--- config.mk ---
export PLATFORM = sky130hd
export DESIGN_NAME = snake_body_streamer
export DESIGN_NICKNAME = d
export VERILOG_FILES = /design/src/rtl/snake_pkg.sv /design/src/rtl/snake_collision_check.sv /design/src/rtl/snake_body_streamer.sv
export SDC_FILE = /design/constraint.sdc
export NUM_CORES = 1
export LEC_CHECK = 0
export CAP_MARGIN = 40
export CORE_MARGIN = 2
export CORE_UTILIZATION = 55
export CTS_CLUSTER_SIZE = 20
export DETAILED_ROUTE_END_ITERATION = 8
export GPL_TIMING_DRIVEN = 0
export HOLD_SLACK_MARGIN = 0.06
export PLACE_DENSITY = 0.73
export SLEW_MARGIN = 20
export SYNTH_ARGS = -nofsm -noshare
export SYNTH_HDL_FRONTEND = slang
export SYNTH_SLANG_ARGS = --single-unit
--- constraint.sdc ---
create_clock -name clock_25 -period 9.1 [get_ports clock_25]
set_input_delay 1.82 -clock clock_25 [delete_from_list [all_inputs] [get_ports clock_25]]
set_output_delay 1.82 -clock clock_25 [all_outputs]
set_load 0.1 [all_outputs]
--- src/rtl/snake_pkg.sv ---
// Shared constants for the snake body streamer: direction encodings, grid defaults, sentinel.
// Optional self-collision logic is enabled with the SNAKE_SELF_COLLISION_EN macro.
package snake_pkg;

  localparam int COORD_W = 7;
  localparam logic [COORD_W-1:0] SENTINEL = 7'h7F;

  localparam int GRID_X_BLOCKS = 124;
  localparam int GRID_Y_BLOCKS = 81;
  localparam int GRID_START_X  = 62;
  localparam int GRID_START_Y  = 40;

  typedef enum logic [1:0] {
    DIR_UP    = 2'b00,
    DIR_DOWN  = 2'b01,
    DIR_RIGHT = 2'b10,
    DIR_LEFT  = 2'b11
  } dir_e;

  // Opposite direction differs only in the low bit (up<->down, right<->left).
  function automatic dir_e reverse_dir(input dir_e d);
    return dir_e'({d[1], ~d[0]});
  endfunction

endpackage

--- src/rtl/snake_collision_check.sv ---
// Comparator bank: flags when the proposed head lands on any body entry except the tail,
// which vacates on the same move. Instantiated only with SNAKE_SELF_COLLISION_EN.
module snake_collision_check
  import snake_pkg::*;
#(
  parameter int DEPTH = 15,
  parameter int LEN_W = 5
) (
  input  logic [COORD_W-1:0]            next_x,
  input  logic [COORD_W-1:0]            next_y,
  input  logic [DEPTH-1:0][COORD_W-1:0] body_x,
  input  logic [DEPTH-1:0][COORD_W-1:0] body_y,
  input  logic [LEN_W-1:0]              snake_length,
  output logic                          hit
);

  always_comb begin
    hit = 1'b0;
    for (int i = 0; i < DEPTH; i++) begin
      if ((LEN_W'(i) + LEN_W'(2) < snake_length) &&
          (body_x[i] == next_x) && (body_y[i] == next_y)) begin
        hit = 1'b1;
      end
    end
  end

endmodule

--- src/rtl/snake_body_streamer.sv ---
// Snake position store: one-cycle body shift per move, growth, wall/self game-over, and a
// free-running body_count that streams one body entry per cycle. Macro: SNAKE_SELF_COLLISION_EN.
module snake_body_streamer
  import snake_pkg::*;
#(
  parameter int SNAKE_LENGTH_BIT = 4,
  parameter int SNAKE_LENGTH_MAX = 16,
  parameter int X_BLOCKS         = GRID_X_BLOCKS,
  parameter int Y_BLOCKS         = GRID_Y_BLOCKS,
  parameter int START_X          = GRID_START_X,
  parameter int START_Y          = GRID_START_Y
) (
  input  logic                        clock_25,
  input  logic                        reset,
  input  logic                        move_tick,
  input  logic [1:0]                  direction,
  input  logic                        grow,
  output logic [6:0]                  snake_head_x,
  output logic [6:0]                  snake_head_y,
  output logic [6:0]                  snake_body_x,
  output logic [6:0]                  snake_body_y,
  output logic [SNAKE_LENGTH_BIT-1:0] body_count,
  output logic [SNAKE_LENGTH_BIT:0]   snake_length,
  output logic                        game_over
);

  localparam int DEPTH = SNAKE_LENGTH_MAX - 1;
  localparam int LEN_W = SNAKE_LENGTH_BIT + 1;

  typedef logic [DEPTH-1:0][COORD_W-1:0] body_t;

  logic [COORD_W-1:0]          head_x_q, head_x_d, head_y_q, head_y_d;
  body_t                       body_x_q, body_x_d, body_y_q, body_y_d;
  logic [LEN_W-1:0]            len_q, len_d;
  dir_e                        dir_q, dir_d;
  logic                        grow_pend_q, grow_pend_d;
  logic                        game_over_q, game_over_d;
  logic [SNAKE_LENGTH_BIT-1:0] cnt_q, cnt_d;
  logic [COORD_W-1:0]          out_x_q, out_x_d, out_y_q, out_y_d;

  dir_e               eff_dir;
  logic [COORD_W-1:0] next_x, next_y;
  logic               wall_hit, self_hit, grow_now;

  // Candidate head position and wall test for the direction this move would take.
  always_comb begin
    eff_dir  = (dir_e'(direction) == reverse_dir(dir_q)) ? dir_q : dir_e'(direction);
    next_x   = head_x_q;
    next_y   = head_y_q;
    wall_hit = 1'b0;
    unique case (eff_dir)
      DIR_UP: begin
        wall_hit = (head_y_q == '0);
        next_y   = head_y_q - 7'd1;
      end
      DIR_DOWN: begin
        wall_hit = (head_y_q == COORD_W'(Y_BLOCKS - 1));
        next_y   = head_y_q + 7'd1;
      end
      DIR_RIGHT: begin
        wall_hit = (head_x_q == COORD_W'(X_BLOCKS - 1));
        next_x   = head_x_q + 7'd1;
      end
      DIR_LEFT: begin
        wall_hit = (head_x_q == '0);
        next_x   = head_x_q - 7'd1;
      end
    endcase
  end

`ifdef SNAKE_SELF_COLLISION_EN
  snake_collision_check #(
    .DEPTH (DEPTH),
    .LEN_W (LEN_W)
  ) u_collision (
    .next_x       (next_x),
    .next_y       (next_y),
    .body_x       (body_x_q),
    .body_y       (body_y_q),
    .snake_length (len_q),
    .hit          (self_hit)
  );
`else
  assign self_hit = 1'b0;
`endif

  always_comb begin
    head_x_d    = head_x_q;
    head_y_d    = head_y_q;
    body_x_d    = body_x_q;
    body_y_d    = body_y_q;
    len_d       = len_q;
    dir_d       = dir_q;
    grow_pend_d = grow_pend_q;
    game_over_d = game_over_q;
    grow_now    = grow_pend_q | grow;

    if (!game_over_q) begin
      grow_pend_d = grow_now;
      if (move_tick) begin
        if (wall_hit || self_hit) begin
          game_over_d = 1'b1;
        end else begin
          grow_pend_d = 1'b0;
          dir_d       = eff_dir;
          head_x_d    = next_x;
          head_y_d    = next_y;
          if (grow_now && (len_q < LEN_W'(SNAKE_LENGTH_MAX))) begin
            len_d = len_q + LEN_W'(1);
          end
          // Only entries below the new length receive real coordinates.
          body_x_d[0] = (len_d > LEN_W'(1)) ? head_x_q : SENTINEL;
          body_y_d[0] = (len_d > LEN_W'(1)) ? head_y_q : SENTINEL;
          for (int i = 1; i < DEPTH; i++) begin
            body_x_d[i] = (LEN_W'(i) < len_d - LEN_W'(1)) ? body_x_q[i-1] : SENTINEL;
            body_y_d[i] = (LEN_W'(i) < len_d - LEN_W'(1)) ? body_y_q[i-1] : SENTINEL;
          end
        end
      end
    end

    cnt_d   = (cnt_q == SNAKE_LENGTH_BIT'(SNAKE_LENGTH_MAX - 2)) ? '0 : cnt_q + 1'b1;
    // Stream the post-edge contents so each output pair matches its index.
    out_x_d = body_x_d[cnt_d];
    out_y_d = body_y_d[cnt_d];
  end

  always_ff @(posedge clock_25 or posedge reset) begin
    if (reset) begin
      head_x_q    <= COORD_W'(START_X);
      head_y_q    <= COORD_W'(START_Y);
      body_x_q    <= {DEPTH{SENTINEL}};
      body_y_q    <= {DEPTH{SENTINEL}};
      body_x_q[0] <= COORD_W'(START_X - 1);
      body_y_q[0] <= COORD_W'(START_Y);
      body_x_q[1] <= COORD_W'(START_X - 2);
      body_y_q[1] <= COORD_W'(START_Y);
      len_q       <= LEN_W'(3);
      dir_q       <= DIR_RIGHT;
      grow_pend_q <= 1'b0;
      game_over_q <= 1'b0;
      cnt_q       <= '0;
      out_x_q     <= COORD_W'(START_X - 1);
      out_y_q     <= COORD_W'(START_Y);
    end else begin
      head_x_q    <= head_x_d;
      head_y_q    <= head_y_d;
      body_x_q    <= body_x_d;
      body_y_q    <= body_y_d;
      len_q       <= len_d;
      dir_q       <= dir_d;
      grow_pend_q <= grow_pend_d;
      game_over_q <= game_over_d;
      cnt_q       <= cnt_d;
      out_x_q     <= out_x_d;
      out_y_q     <= out_y_d;
    end
  end

  assign snake_head_x = head_x_q;
  assign snake_head_y = head_y_q;
  assign snake_body_x = out_x_q;
  assign snake_body_y = out_y_q;
  assign body_count   = cnt_q;
  assign snake_length = len_q;
  assign game_over    = game_over_q;

endmodule

==> results of run 1 <==
==> cells in the mapped netlist (all sizes together) (3+ instances only) <==
library cell    n  share of area
mux2i          20          0.016
buf            42          0.016
o221ai         44          0.029
xor2            5         0.0034
a21o           18          0.010
nand3          20         0.0077
o221a          13          0.011
nor3b           4         0.0027
nor4            3         0.0019
ha             11          0.011
mux2            9         0.0078
o32a           26          0.020
nand2         116          0.033
a31oi          28          0.013
a21oi          58          0.022
or3             6         0.0029
nor2          175          0.050
dfstp         212           0.43
a22oi          14         0.0080
nor3           23         0.0097
o21a           21          0.012
dfrtp          39          0.075
o211ai          5         0.0029
o22a           55          0.037
inv            56          0.016
a221o          14          0.011
nor2b           4         0.0019
clkbuf         68          0.020
o21ai          70          0.027
o21bai          6         0.0037
xnor2          15          0.011
a211o          13         0.0087
a22o           13         0.0087
a32o           14          0.011
nand4           4         0.0019
o2111ai        28          0.019
a2111o         14          0.012
nand2b          5         0.0024
==> worst max-delay path: cells and delay by family <==
kind                      cells  cell delay [ns]
xor gates and xnor gates      1             0.22
and+or+nand+nor               2             0.79
buffers and inverters         4             1.41
AOI/OAI and AO/OA             2             0.43
muxes                         2             0.90
==> final timing paths <==
path	from	end	slack, ns	cells after the start
worst max register to register	snake_length[1]	snake_body_y[4]	4.88	11
max in group asynchronous	reset	body_x_q[16]	6.47	3
worst max-delay path	direction[1]	snake_body_y[5]	3.98	11
min in group asynchronous	reset	body_count[2]	1.77	2
worst min-delay path	body_x_q[10]	body_x_q[10]	0.46	2
worst min register to register	body_x_q[10]	body_x_q[10]	0.46	2
==> per-stage QoR <==
| stage | instances | setup WS, ns | hold slack, ns | TNS (ns) |
|---|---|---|---|---|
| finish | 1770 | 3.98 | 0.464 | 0 |
| global route | 1770 | 3.92 | 0.483 | 0 |
| CTS | 1770 | 4.08 | 0.464 | 0 |
| detailed placement | 1721 | 3.53 | 0.455 | 0 |
| global placement | 1678 | -2.62 | 0.451 | -101.59 |
| floorplan | 1317 | 0.731 | 0.440 | 0 |
==> kinds of logic after synthesis <==
family / after synthesis / synth area share
AND/OR/NAND/NOR: 369 / 0.119
XOR/XNOR: 20 / 0.0140
flip-flops: 251 / 0.501
multiplexers: 29 / 0.0240
buffers and inverters: 167 / 0.0520
AO/OA/AOI/OAI: 468 / 0.276
adder cells (fa/ha/maj): 13 / 0.0136
==> flip-flops by register name, summed over array words and instances, names as in the netlist <==
signal,count
body_x_q,105
body_y_q,105
snake_body_x,7
snake_body_y,7
snake_head_x,7
snake_head_y,7
snake_length,5
body_count,4
dir_q,2
game_over,1
grow_pend_q,1
==> power by group <==
| group | switching, mW | internal [mW] |
|---|---|---|
| sequential | 0.00792 | 1.13 |
| clock | 0.452 | 0.617 |
| combinational | 0.0872 | 0.0373 |
==> final cells by class <==
cell class,instances,share of cell area
Inverter,57,0.0144
Clock buffer,44,0.0513
Tap cell,319,0.0260
Clock inverter,5,0.00325
Buffer,110,0.0303
Sequential cell,251,0.426
Multi-Input combinational cell,899,0.380
Timing Repair Buffer,85,0.0693
==> routing by layer <==
metal  vias up  routed length, um  track usage
met5         -                  0            0
met4         0               1980        0.146
met3       113               4060       0.0643
met2       660              19600        0.548
met1      5826              17300        0.485
li1       5135                  -            -
==> flow_metrics.py, run 1 <==
metrics = {
    "sta": {
        "slew_headroom": 0.409,
        "period_share": 0.562,
        "tightest_slew_ns": 0.884,
        "hold_viol_final": 0,
        "finalSetupViolations": 0,
        "fin_skew_ns": 0.00999,
        "fmax_mhz": 195,
        "slew_violations": 0,
        "rsz0062_at_grt": "no",
        "fin_crit_ns": 5.12,
    },
    "final_layout": {
        "nets": 1450,
        "antenna_cells": 0,
        "fillers": 1874,
        "final_cell_mix": "dfstp_2, nor2_1, nand2_1, clkbuf_1, o21ai_0",
        "postLayoutCoreUtil": 0.657,
        "multiInputGateArea_sq_um": 5840,
        "fin_area_sq_um": 15400,
        "final_common_cell": "dfstp_2",
        "seq_area_sq_um": 6550,
        "syn2layout_area_growth_pct": 17.7,
        "drive_gt1_frac": 0.249,
    },
    "global_routing": {
        "antenna_found_initial": 1,
        "grt_max_degree": 97,
        "grt_usage": 0.351,
        "first_global_vias": 11400,
        "overflow": 0,
        "grt_pass1_wl_um": 67100,
    },
    "route": {
        "avgViaCountPerCell": 6.63,
        "drtAntennaViolNets": 0,
        "wl_per_cell_um": 24.2,
        "dr.first_iter.drc_count": 1528,
        "drc": 0,
        "wl_um": 42900,
        "num_vias": 11700,
        "drt-pass1-iter-count": 6,
    },
    "critical_path": {
        "cpPeakStageDelay_ns": 0.55,
        "cp-start-kind": "input port",
        "critical_path.cell_chain": "buf_2 -> xnor2_2 -> mux2i_4 -> mux2_2 -> nor3_4 -> buf_2 -> buf_2 -> clkbuf_1 -> o221ai_1 -> nand3_1 -> a32o_1",
        "end_kind": "flip-flop",
        "arrival_ns": 5.58,
        "crit_type": "in2reg",
        "crit_fanout": 10,
        "cp_common_cell": "buf_2",
        "worstPathRequired_ns": 9.56,
        "cpMaxStageDelayCell": "clkbuf_1",
    },
    "clock_network": {
        "postCtsHoldBufs": 0,
        "cts.sinks": 251,
        "cts_tree": "yes",
        "root_buffer": "clkbuf_16",
        "cts_resized": 0,
        "cts_buffers": 27,
        "clkLatencyLatePin_ns": 0.54,
        "htreeDepth": 1,
        "clk_path_buf_depth": 3,
        "clkTransAtPathRegs_ns": 0.06,
        "cts_setup_buffers": 0,
    },
    "synthesis": {
        "postSynth.asyncResetShare": 1.00,
        "yosysWarnings": 0,
        "syn_avg_cell_area_sq_um": 9.92,
        "synthCells": 1317,
        "yosys_most_used_dff": "dfstp_2",
        "yosysUniqueCellTypes": 68,
        "synth_seq_cells": 251,
        "syn_nets": 1336,
        "syn_area_sq_um": 13100,
        "synth_edf_count": 0,
        "synth-seq-area-share": 0.501,
    },
    "die": {
        "rows": 56,
        "die-area_sq_um": 25000,
        "coreArea_sq_um": 23400,
        "die_h_um": 158,
        "num_io_pins": 44,
        "die_w_um": 158,
        "initial_core_util": 0.558,
    },
    "placed_design": {
        "gp_congestion": 0.974,
        "placed_area_sq_um": 14500,
        "place.detailed.hpwl_um": 31200,
        "io_buffer_count": 42,
    },
    "run": {
        "max_cap_violations": 0,
    },
    "power_and_ir_drop": {
        "peakVddDrop_mv": 0.138,
        "p_leak_nw": 6.44,
        "pwr_density_cell_nw_per_um2": 152,
        "power_mw": 2.33,
    },
    "min_path": {
        "hp-class": "reg2reg",
    },
    "status": {
        "status": "complete, no violations",
    },
}
Note: power is estimated with default switching activity, not from simulation.
==> inputs of run 2 (changes only) <==
==> constraint.sdc (replaced) <==
create_clock -name clock_25 -period 4.91 [get_ports clock_25]
set_input_delay 0.982 -clock clock_25 [delete_from_list [all_inputs] [get_ports clock_25]]
set_output_delay 0.982 -clock clock_25 [all_outputs]
set_load 0.1 [all_outputs]
==> run 2 against run 1 <==
Net effect:
- sequential cell count stayed put
- total power is 100% higher
- final area is 2.1% higher
- wire length is 0.10% higher
- worst setup slack worse by 3.3 ns
- first-iteration DRC count is 23% lower
- critical path depth stayed put
- global-route usage is 0.085 points higher
- largest power group is now clock
- highest routed layer is now met5
==> flow_metrics.py, run 2 (synthesis results as in run 1) <==
metrics = {
    "die": {
        "coreArea_sq_um": 23400,
        "num_io_pins": 44,
        "die_h_um": 158,
        "initial_core_util": 0.558,
        "rows": 56,
        "die_w_um": 158,
        "die-area_sq_um": 25000,
    },
    "sta": {
        "fmax_mhz": 239,
        "slew_violations": 0,
        "fin_skew_ns": 0.0127,
        "rsz0062_at_grt": "no",
        "finalSetupViolations": 0,
        "hold_viol_final": 0,
        "fin_crit_ns": 4.18,
        "period_share": 0.852,
        "slew_headroom": 0.477,
        "fin_setup_tns_ns": 0,
        "tightest_slew_ns": 0.780,
    },
    "placed_design": {
        "io_buffer_count": 42,
        "placed_area_sq_um": 14600,
        "gp_congestion": 0.968,
        "place_inst": 1725,
        "place.detailed.hpwl_um": 31700,
    },
    "route": {
        "drc": 0,
        "wl_um": 42900,
        "num_vias": 11600,
        "drtAntennaViolNets": 0,
        "avgViaCountPerCell": 6.54,
        "wl_per_cell_um": 24.1,
        "dr.first_iter.drc_count": 1180,
        "drt-pass1-iter-count": 5,
    },
    "final_layout": {
        "reg_top3": "body_x_q x105, body_y_q x105",
        "fin_area_sq_um": 15700,
        "final_common_cell": "dfstp_2",
        "nets": 1456,
        "fin_cells": 1778,
        "final_cell_mix": "dfstp_2, nor2_1, nand2_1, clkbuf_1, o21ai_0",
        "antenna_cells": 0,
        "syn2layout_area_growth_pct": 20.1,
        "drive_gt1_frac": 0.262,
    },
    "global_routing": {
        "grt_usage": 0.352,
        "overflow": 0,
        "grt_pass1_wl_um": 67100,
        "first_global_vias": 11500,
        "antenna_found_initial": 1,
        "grt_max_degree": 37,
    },
    "critical_path": {
        "cp-start-kind": "input port",
        "cp_common_cell": "o2111ai_1",
        "rrSetupSlack_ns": 0.89,
        "cpPeakStageDelay_ns": 0.58,
        "crit_type": "in2reg",
        "worstPathRequired_ns": 5.35,
        "arrival_ns": 4.62,
        "crit_fanout": 10,
        "cpMaxStageDelayCell": "clkdlybuf4s50_1",
        "critical_path.cell_chain": "clkdlybuf4s50_1 -> o2111ai_1 -> o21a_1 -> nor3_1 -> and3_1 -> or3_1 -> clkbuf_1 -> buf_2 -> o221ai_1 -> o2111ai_1 -> a32o_1",
        "end_kind": "flip-flop",
    },
    "clock_network": {
        "clkTransAtPathRegs_ns": 0.06,
        "cts_buffers": 28,
        "clkLatencyLatePin_ns": 0.55,
        "root_buffer": "clkbuf_16",
        "htreeDepth": 1,
        "cts_setup_buffers": 0,
        "postCtsHoldBufs": 0,
        "clk_path_buf_depth": 3,
        "cts_tree": "yes",
        "cts.sinks": 251,
        "cts_resized": 0,
    },
    "status": {
        "status": "complete, no violations",
    },
    "min_path": {
        "hp-class": "reg2reg",
    },
    "power_and_ir_drop": {
        "pwr_density_cell_nw_per_um2": 300,
        "peakVddDrop_mv": 0.239,
        "p_leak_nw": 6.59,
    },
    "run": {
        "max_cap_violations": 0,
    },
}
run 2: cell types whose count changed in the layout (fill, tap and decap cells not counted):
cell        before  now
o21bai_2         1    2
clkbuf_4         0    1
clkbuf_1        80   69
clkbuf_16       27   29
buf_4            4    3
clkinvlp_4       0    4
bufinv_16        1    6
buf_2           37   36
buf_12           0    6
clkinv_2         4    8
inv_8            1    0
o21bai_1         5    4
run 2: worst max-delay path, delay by kind of cell:
family                 cells  cell delay, ns
AOI/OAI and AO/OA          5            1.31
and+or+nand+nor            3            1.21
buffers and inverters      3            1.11
run 2: final timing paths:
| path | startpoint | end | cells past startpoint |
|---|---|---|---|
| min reg2reg | body_x_q[5] | body_x_q[5] | 2 |
| min | body_x_q[5] | body_x_q[5] | 2 |
| max | grow | snake_body_y[3] | 11 |
| max in group asynchronous | reset | body_y_q[23] | 5 |
| max reg2reg | dir_q[1] | snake_body_y[3] | 10 |
| min in group asynchronous | reset | body_count[2] | 2 |
run 2: power breakdown:
part | switching [mW] | total, mW | internal [mW]
clock | 0.894 | 2.36 | 1.46
sequential | 0.0150 | 2.11 | 2.10
combinational | 0.165 | 0.244 | 0.0785
run 2: through the flow:
step                hold WS (ns)  utilization  setup WS [ns]  total power, mW
global placement           0.452        0.594          -1.07             2.35
finish                     0.468        0.671          0.729             4.71
CTS                        0.464        0.670          0.847             4.72
floorplan                  0.440            -          0.799             2.29
detailed placement         0.455        0.626          0.328             2.38
global route               0.476        0.671          0.629             4.82
run 2: area by class of cell:
type | count | area (sq um)
sequential | 251 | 6550
clock buffer | 35 | 798
clock inverter | 17 | 243
buffer | 110 | 465
multi-input combinational | 899 | 5840
tap | 319 | 399
inverter | 57 | 218
timing repair buffer | 90 | 1180
fill | 1884 | 7710
run 2: routing by layer:
layer / vias up / global-route usage / routed length [um]
met4: 2 / 0.141 / 1900
met3: 126 / 0.0860 / 4170
met5: - / 0 / 10
met1: 5772 / 0.498 / 18200
li1: 5146 / - / -
met2: 579 / 0.522 / 18600
==> inputs of run 3 (changes only) <==
--- a/config.mk
+++ b/config.mk
@@ -16,4 +16,5 @@
 export SLEW_MARGIN = 20
 export SYNTH_ARGS = -nofsm -noshare
 export SYNTH_HDL_FRONTEND = slang
+export SYNTH_HIERARCHICAL = 1
 export SYNTH_SLANG_ARGS = --single-unit
==> results of run 3 <==
Final layout, timing and power as in run 2 (identical DEF).
Main changes from that run: Yosys warning count 0 -> 6
